$ cat config.mk
export PLATFORM = sky130hd
export DESIGN_NAME = bist_seq_ctrl
export DESIGN_NICKNAME = d
export VERILOG_FILES = /design/src/rtl/bist_pkg.sv /design/src/rtl/bist_lfsr_misr.sv /design/src/rtl/bist_seq_ctrl.sv
export SDC_FILE = /design/constraint.sdc
export NUM_CORES = 1
export LEC_CHECK = 0
export CAP_MARGIN = 10
export CORE_UTILIZATION = 56
export CTS_BUF_LIST = sky130_fd_sc_hd__clkbuf_8
export DETAILED_ROUTE_END_ITERATION = 10
export GPL_TIMING_DRIVEN = 0
export HOLD_SLACK_MARGIN = 0.02
export PLACE_DENSITY = 0.91
export SLEW_MARGIN = 5
export SYNTH_ARGS = -nofsm -noshare
export SYNTH_HDL_FRONTEND = slang
export SYNTH_SLANG_ARGS = --single-unit
$ cat constraint.sdc
create_clock -name clk -period 3.6 [get_ports clk]
set_input_delay 0.36 -clock clk [delete_from_list [all_inputs] [get_ports clk]]
set_output_delay 0.36 -clock clk [all_outputs]
set_load 0.03 [all_outputs]
$ cat src/rtl/bist_pkg.sv
// Shared types and constants for the BIST sequencer: FSM states, shift-register
// modes and the default 7-bit tap masks for the benchmark netlists.
package bist_pkg;

  localparam int BIST_W = 7;

  localparam logic [BIST_W-1:0] BIST_LFSR_TAPS = 7'h60;
  localparam logic [BIST_W-1:0] BIST_MISR_TAPS = 7'h60;

  typedef enum logic [2:0] {
    IDLE  = 3'd0,
    RUN   = 3'd1,
    FLUSH = 3'd2,
    CMP   = 3'd3,
    DONE  = 3'd4
  } bist_state_e;

  typedef enum logic {
    MODE_GEN     = 1'b0,
    MODE_COMPACT = 1'b1
  } sr_mode_e;

endpackage

$ cat src/rtl/bist_lfsr_misr.sv
// Shift register shared by the stimulus LFSR (MODE_GEN) and the response MISR
// (MODE_COMPACT); load has priority over a shift step.
module bist_lfsr_misr
  import bist_pkg::*;
#(
  parameter int               WIDTH   = BIST_W,
  parameter logic [WIDTH-1:0] TAPS    = WIDTH'(BIST_LFSR_TAPS),
  parameter logic [WIDTH-1:0] RST_VAL = '0
) (
  input  logic             clk,
  input  logic             rst,
  input  sr_mode_e         mode,
  input  logic             load,
  input  logic [WIDTH-1:0] load_val,
  input  logic             en,
  input  logic [WIDTH-1:0] din,
  output logic [WIDTH-1:0] q
);

  logic [WIDTH-1:0] nxt;

  always_comb begin
    nxt = q;
    if (mode == MODE_GEN) begin
      nxt = {q[WIDTH-2:0], ^(q & TAPS)};
    end else begin
      nxt = {q[WIDTH-2:0], 1'b0} ^ (q[WIDTH-1] ? TAPS : '0) ^ din;
    end
  end

  always_ff @(posedge clk or posedge rst) begin
    if (rst) begin
      q <= RST_VAL;
    end else if (load) begin
      q <= load_val;
    end else if (en) begin
      q <= nxt;
    end
  end

endmodule

$ cat src/rtl/bist_seq_ctrl.sv
// BIST sequencer: LFSR stimulus into the CUT, MISR compaction of its response,
// golden-signature compare. Optional macro BIST_ZERO_PATTERN_EN prepends an all-zero pattern.
module bist_seq_ctrl
  import bist_pkg::*;
#(
  parameter int               WIDTH        = BIST_W,
  parameter int               NUM_PATTERNS = 127,
  parameter logic [WIDTH-1:0] LFSR_SEED    = WIDTH'(1),
  parameter logic [WIDTH-1:0] LFSR_TAPS    = WIDTH'(BIST_LFSR_TAPS),
  parameter logic [WIDTH-1:0] MISR_TAPS    = WIDTH'(BIST_MISR_TAPS),
  parameter logic [WIDTH-1:0] GOLDEN_SIG   = '0
) (
  input  logic             clk,
  input  logic             rst,
  input  logic             start,
  input  logic             abort,
  output logic [WIDTH-1:0] cut_in,
  input  logic [WIDTH-1:0] cut_out,
  output logic             busy,
  output logic             done,
  output logic             pass,
  output logic [WIDTH-1:0] signature,
  output logic [7:0]       pattern_cnt
);

`ifdef BIST_ZERO_PATTERN_EN
  localparam int ZP = 1;
`else
  localparam int ZP = 0;
`endif

  localparam logic [WIDTH-1:0] SEED  = (LFSR_SEED == '0) ? WIDTH'(1) : LFSR_SEED;
  localparam logic [7:0]       TOTAL = 8'(NUM_PATTERNS + ZP);
  localparam logic [7:0]       LAST  = 8'(NUM_PATTERNS + ZP - 1);

  function automatic logic [7:0] sat_inc(input logic [7:0] c);
    return (c >= TOTAL) ? TOTAL : c + 8'd1;
  endfunction

  bist_state_e      state;
  logic [WIDTH-1:0] stim_p0;
  logic             vld_p0;
  logic             zero_pend;
  logic [7:0]       cnt;
  logic [WIDTH-1:0] lfsr_q;
  logic [WIDTH-1:0] misr_q;
  logic             run_start;
  logic             lfsr_en;

  assign run_start   = ((state == IDLE) || (state == DONE)) && start && !abort;
  assign lfsr_en     = (state == RUN) && !abort && !zero_pend;
  assign cut_in      = stim_p0;
  assign signature   = misr_q;
  assign pattern_cnt = cnt;

  bist_lfsr_misr #(
    .WIDTH   (WIDTH),
    .TAPS    (LFSR_TAPS),
    .RST_VAL (SEED)
  ) u_lfsr (
    .clk      (clk),
    .rst      (rst),
    .mode     (MODE_GEN),
    .load     (run_start),
    .load_val (SEED),
    .en       (lfsr_en),
    .din      ('0),
    .q        (lfsr_q)
  );

  // Response to the pattern held in stim_p0 is compacted on the following edge.
  bist_lfsr_misr #(
    .WIDTH   (WIDTH),
    .TAPS    (MISR_TAPS),
    .RST_VAL ('0)
  ) u_misr (
    .clk      (clk),
    .rst      (rst),
    .mode     (MODE_COMPACT),
    .load     (run_start),
    .load_val ('0),
    .en       (vld_p0),
    .din      (cut_out),
    .q        (misr_q)
  );

  // busy/done are decoded from the current state, so they trail the state by one edge.
  always_ff @(posedge clk or posedge rst) begin
    if (rst) begin
      state     <= IDLE;
      stim_p0   <= '0;
      vld_p0    <= 1'b0;
      zero_pend <= 1'b0;
      cnt       <= '0;
      busy      <= 1'b0;
      done      <= 1'b0;
      pass      <= 1'b0;
    end else if (abort && (state inside {RUN, FLUSH, CMP})) begin
      state   <= IDLE;
      stim_p0 <= '0;
      vld_p0  <= 1'b0;
      busy    <= 1'b0;
      done    <= 1'b0;
      pass    <= 1'b0;
    end else begin
      case (state)
        IDLE, DONE: begin
          vld_p0 <= 1'b0;
          busy   <= 1'b0;
          if (run_start) begin
            state     <= RUN;
            cnt       <= '0;
            zero_pend <= (ZP != 0);
            done      <= 1'b0;
            pass      <= 1'b0;
          end else begin
            done <= (state == DONE);
          end
        end
        RUN: begin
          busy      <= 1'b1;
          vld_p0    <= 1'b1;
          stim_p0   <= zero_pend ? '0 : lfsr_q;
          zero_pend <= 1'b0;
          cnt       <= sat_inc(cnt);
          if (cnt == LAST) begin
            state <= FLUSH;
          end
        end
        FLUSH: begin
          busy   <= 1'b1;
          vld_p0 <= 1'b0;
          state  <= CMP;
        end
        CMP: begin
          busy  <= 1'b1;
          pass  <= (misr_q == GOLDEN_SIG);
          state <= DONE;
        end
        default: begin
          state <= IDLE;
        end
      endcase
    end
  end

endmodule

### Word level (Yosys, flattened, before mapping)

Cells that the tools add are included.
W data, S select, Z words.

| word-level totals | value |
|---|---|
| register bits after elaboration | 37 |
| word-level logic and storage cells | 75 |
| input bits | 11 |

| operators by class | value |
|---|---|
| add/sub/neg operators | 1 |
| equality and inequality tests | 8 |
| reduce and logical (&&, ||, !) cells | 26 |
| bitwise logic cells | 3 |
| magnitude comparators | 1 |
| muxes and demuxes | 26 |

Operators by type and width:

| cell | count |
|---|---|
| $mux W7 | 8 |
| $mux W8 | 2 |
| $pmux W8 S2 | 1 |
| $xor A7 B7 Y7 | 2 |
| $pmux W3 S4 | 1 |
| $reduce_bool A3 Y1 | 4 |
| $reduce_bool A2 Y1 | 5 |
| $mux W3 | 3 |
| $add A8 B1 Y8 const B | 1 |
| $eq A8 B7 Y1 const B | 1 |
| $ge A8 B7 Y1 const B | 1 |
| $pmux W1 S2 | 4 |
| $logic_not A7 Y1 | 1 |
| $mux W1 | 7 |
| $reduce_xor A7 Y1 | 1 |
| $eq A3 B2 Y1 const B | 2 |
| $reduce_or A3 Y1 | 2 |
| $logic_and A1 B1 Y1 | 5 |
| $reduce_and A2 Y1 | 2 |
| $eq A3 B1 Y1 const B | 1 |
| $eq A3 B3 Y1 const B | 1 |
| $logic_not A3 Y1 | 1 |
| $ne A3 B1 Y1 const B | 1 |
| $ne A3 B3 Y1 const B | 1 |
| 6 further kinds | 7 |

### Depth between registers and ports, before layout

| depth | value |
|---|---|
| word-level depth | 7 |
| mapped depth | 6 |
| gate-level depth less buffers | 5 |

### Hierarchy

A second synthesis with hierarchy kept.

| second synthesis, totals | value |
|---|---|
| cells, all modules | 253 |
| area total of the unflattened synthesis | 2224.6 µm² |

By module, submodules not included:

| module | instances | cells an instance | area an instance (µm²) |
|---|---|---|---|
| bist_seq_ctrl | 1 | 135 | 1212.4 |
| bist_lfsr_misr (u_lfsr) | 1 | 59 | 506.7 |
| bist_lfsr_misr (u_misr) | 1 | 59 | 505.5 |

### Worst setup path before layout

Ideal clock, no wire load.

| timing | value |
|---|---|
| kind | flip-flop to flip-flop |
| from | register state[1] |
| to | register cnt[7], in the netlist pattern_cnt[7] |
| cell stages (with the launch flop) | 6 |
| data required time | 3.523 ns |
| buffers on the path | 2 |
| setup time | 0.077 ns |
| data arrival time | 1.728 ns |
| path slack | 1.795 ns |
| clock period less this slack | 1.805 ns |
| cells stage by stage | dfrtp_1 -> buf_6 -> or4b_1 -> buf_2 -> or4b_1 -> o21ai_1 |

| between the ends | value |
|---|---|
| longest elaborated chain between the ends | 6 |
| elaborated cells on any way between the ends | 16 |
| classes of those cells | eq/ne: 5; mux: 1; bitwise: 1; reduce/logical: 9 |

RTL lines:

| element | line | text |
|---|---|---|
| start, declared | bist_seq_ctrl.sv:40 | `bist_state_e state;` |
| start signal, assigned | bist_seq_ctrl.sv:90 | `state <= IDLE;` |
| start signal, assigned | bist_seq_ctrl.sv:99 | `state <= IDLE;` |
| start signal, assigned | bist_seq_ctrl.sv:111 | `state <= RUN;` |
| $eq A3 B3 Y1 or $logic_not A3 Y1 (tied branches) | bist_seq_ctrl.sv:50, bist_seq_ctrl.sv:106 |  |
| $logic_or A1 B1 Y1 | bist_seq_ctrl.sv:50 | `assign run_start = ((state == IDLE) \|\| (state == DONE)) && start && !abort;` |
| $logic_and A1 B1 Y1 (2 in series) | bist_seq_ctrl.sv:50 |  |
| $ne A2 B2 Y1 (no line) | -- |  |
| $reduce_and A3 Y1 (no line) | -- |  |
| end signal, assigned | bist_seq_ctrl.sv:125 | `cnt <= sat_inc(cnt);` |
| end, declared | bist_seq_ctrl.sv:44 | `logic [7:0] cnt;` |

Several ways; a longest one is shown, not always the timed one.
A chain may end at the register's enable or synchronous reset.

### Worst setup path after layout

| timing | value |
|---|---|
| from | register state[1] |
| to | register cnt[6], in the netlist pattern_cnt[6] |

The elaborated chain is that of the path after synthesis.

==> out/metrics.csv <==
stage,metric,value,unit
status,outcome,"complete, but fails checks",
status,violations,DRC,
routing,drc,1,
synthesis,yosysTopAreaCell,dfrtp_1,
timing,tns,0,ns
clocking,numCtsBuffers,5,
clocking,clockRootBuffer,clkbuf_8,
clocking,cts_buffer_depth,2,
clocking,cts.repair.resized,0,
global_route,grt_pass1_wl,6782,um
power_and_ir_drop,irDropWorstVdd,0.5031,mV
timing,min_period_over_period,58.51,%
setup_path,crit_type,reg -> reg,
routing,via_per_inst,6.077,
clocking,cts_setup_buffers,0,
power_and_ir_drop,cellLeakagePower,0.9713,nW
finish,area_delta_synth_final,29.83,%
floorplanning,io_pins,36,
floorplanning,initial_core_util,60.95,%
timing,whs,0.4732,ns
clocking,clock-sinks,36,
routing,drt_first_pass_iters,8,
clocking,cts_hold_buf,0,
clocking,cts_max_level,2,
timing,rsz0062_at_grt,no,
setup_path,crit_arrival,2.33,ns
timing,tightest_slew,1.012,ns
global_route,grt_overflow_total,0,
hold_path,hp-class,in -> async,
timing,max_freq,474.8,MHz
timing,finalSetupViolCount,0,
setup_path,ff2ff_path_depth,5,
placed_design,gp_congestion,0.8778,
floorplanning,rows,19,
placed_design,preCtsSetupSlack,1.288,ns
global_route,grt_antenna_before_repair,0,
timing,max-slew-margin-rel,32.35,%
power_and_ir_drop,p_per_area,780.2,nW/um^2
timing,hold_viol_final,0,
synthesis,ys_warn_count,0,
setup_path,required,3.82,ns
setup_path,endpoint_kind,register,
finish,drive_above_1_share,7.442,%
routing,detail-route-antenna-nets,0,
synthesis,synthDistinctLibCells,36,
timing,drv_slew,0,
synthesis,synth_top_area_share,50.80,%
finish,fin_nets,227,
synthesis,ys_seq_area_share,52.32,%
setup_path,startpoint_type,register,
synthesis,synth-seq-cells,36,
global_route,grt_pass1_vias,1437,
power_and_ir_drop,total_power,1.746,mW
synthesis,synth_area_leaders,"dfrtp_1 51%, nor2_1 4.1%, o21ai_0 4.1%, nand2_1 3.7%, a22o_1 3.6%",
finish,insertedDiodeCount,0,
timing,min_period,2.106,ns
routing,drt-total-wl,4026,um
clocking,cts_tree,yes,
global_route,grt_start_max_net_pins,22,
routing,vias,1495,
floorplanning,dieArea,3305,um^2
timing,layout_setup_ws,1.494,ns
routing,drt-initial-drc-count,90,
synthesis,synth_area_per_cell,10.02,um^2
floorplanning,core,2829,um^2
synthesis,synth_fp_nets,185,
timing,clock_skew,0.007322,ns
global_route,grt_use_total,28.22,%
run,drv_cap,0,
setup_path,crit_fanout,10,
routing,wl_per_cell,16.37,um
clocking,clkLatencyLatePin,0.29,ns
placed_design,io_buffers,34,
floorplanning,die_h,57.49,um
clocking,clk_pin_slew,0.07,ns
synthesis,netlist_instances,172,
synthesis,syn-cell-area,1724,um^2
placed_design,place_hpwl,2901,um
floorplanning,die_x,57.49,um
## Yosys cell counts (all sizes together)
cell,count
a211oi,4
a21boi,1
a21o,2
a21oi,9
a22o,7
a22oi,7
a311oi,1
a31oi,3
and3,4
and4,1
buf,4
clkbuf,5
clkinv,1
dfrtp,35
dfstp,1
ha,2
inv,4
mux2i,2
nand2,17
nand3,2
nor2,19
nor2b,2
nor3,5
nor4,1
nor4b,2
o211ai,1
o21ai,15
o311ai,1
o41ai,2
or4b,2
xnor2,7
xor2,3
## kinds of logic after synthesis
family | share of synthesized area, %
and+or+nand+nor | 15.75
AOI/OAI and AO/OA | 20.54
DFF | 52.32
buffers and inverters | 3.700
xor gates and xnor gates | 5.080
muxes | 1.161
adders and majority gates | 1.451
## layout by cell type, fill, tap and decap left out, types with 2 or more instances in the layout
master	n
a22o_1	7
clkdlybuf4s50_1	34
mux2i_1	2
o41ai_1	2
ha_1	2
nand3_1	2
buf_2	3
a22oi_1	7
and3_1	4
nor3_1	4
inv_1	5
o21ai_0	14
clkbuf_1	5
dfrtp_1	35
a31oi_1	3
xor2_1	3
a211oi_1	4
nor2b_1	2
clkbuf_8	5
nand2_1	17
a21oi_1	9
xnor2_1	7
nor2_1	19
or4b_1	2
a21o_1	2
## routing by layer
| layer | share of wire, % | up-vias | global-route usage (%) |
|---|---|---|---|
| li1 | - | 707 | - |
| met1 | 42 | 716 | 36.19 |
| met2 | 50 | 62 | 45.02 |
| met3 | 5.9 | 10 | 5.669 |
| met4 | 2.4 | 0 | 15.33 |
| met5 | 0 | - | 0 |
## flip-flops by register name, summed over array words and instances (netlist names)
signal	flops
cut_in	7
pattern_cnt	8
u_misr.q	7
state	3
u_lfsr.q	7
pass	1
vld_p0	1
busy	1
done	1
## path summary, 6_finish.rpt
check,end,start,slack (ns)
hold reg to reg,u_lfsr.q[0]$_DFFE_PP1P_,u_lfsr.q[0]$_DFFE_PP1P_,0.52
max in group asynchronous,u_lfsr.q[0]$_DFFE_PP1P_,rst,2.52
hold / removal,u_misr.q[6]$_DFFE_PP0P_,rst,0.47
setup / recovery,pattern_cnt[6]$_DFFE_PP0P_,state[1]$_DFFE_PP0P_,1.49
setup reg to reg,pattern_cnt[6]$_DFFE_PP0P_,state[1]$_DFFE_PP0P_,1.49
min in group clk,u_lfsr.q[0]$_DFFE_PP1P_,u_lfsr.q[0]$_DFFE_PP1P_,0.52
## through the flow
stage / std cells / util [%] / cell area (um^2)
after floorplan: 172 / - / 1724
after CTS: 246 / 79.12 / 2238
final: 246 / 79.12 / 2238
after detailed placement: 238 / 75.32 / 2131
after global routing: 246 / 79.12 / 2238
after global placement: 237 / 74.35 / 2103
## power by group
group          leakage (nW)  total (mW)  internal, mW  switching, mW
Combinational         0.431       0.758         0.311          0.447
Clock                0.0593       0.345         0.202          0.142
Sequential            0.481       0.644         0.523          0.121
## final cells by class
type	instances	area, um^2
Clock buffer	5	68.82
Fill cell	177	590.6
Buffer	9	45.04
Inverter	5	18.77
Clock inverter	3	38.79
Tap cell	31	38.79
Sequential cell	36	902.1
Timing Repair Buffer	35	367.9
Multi-Input combinational cell	122	758.2
## critical path, stage by stage (launching register included)
cell and delay [ns]:
dfrtp_1 0.38, buf_6 0.14, nor4b_1 0.84, clkbuf_1 0.42, a21oi_1 0.13, nor2_1 0.12
Note: power is estimated with default switching activity, not from simulation.
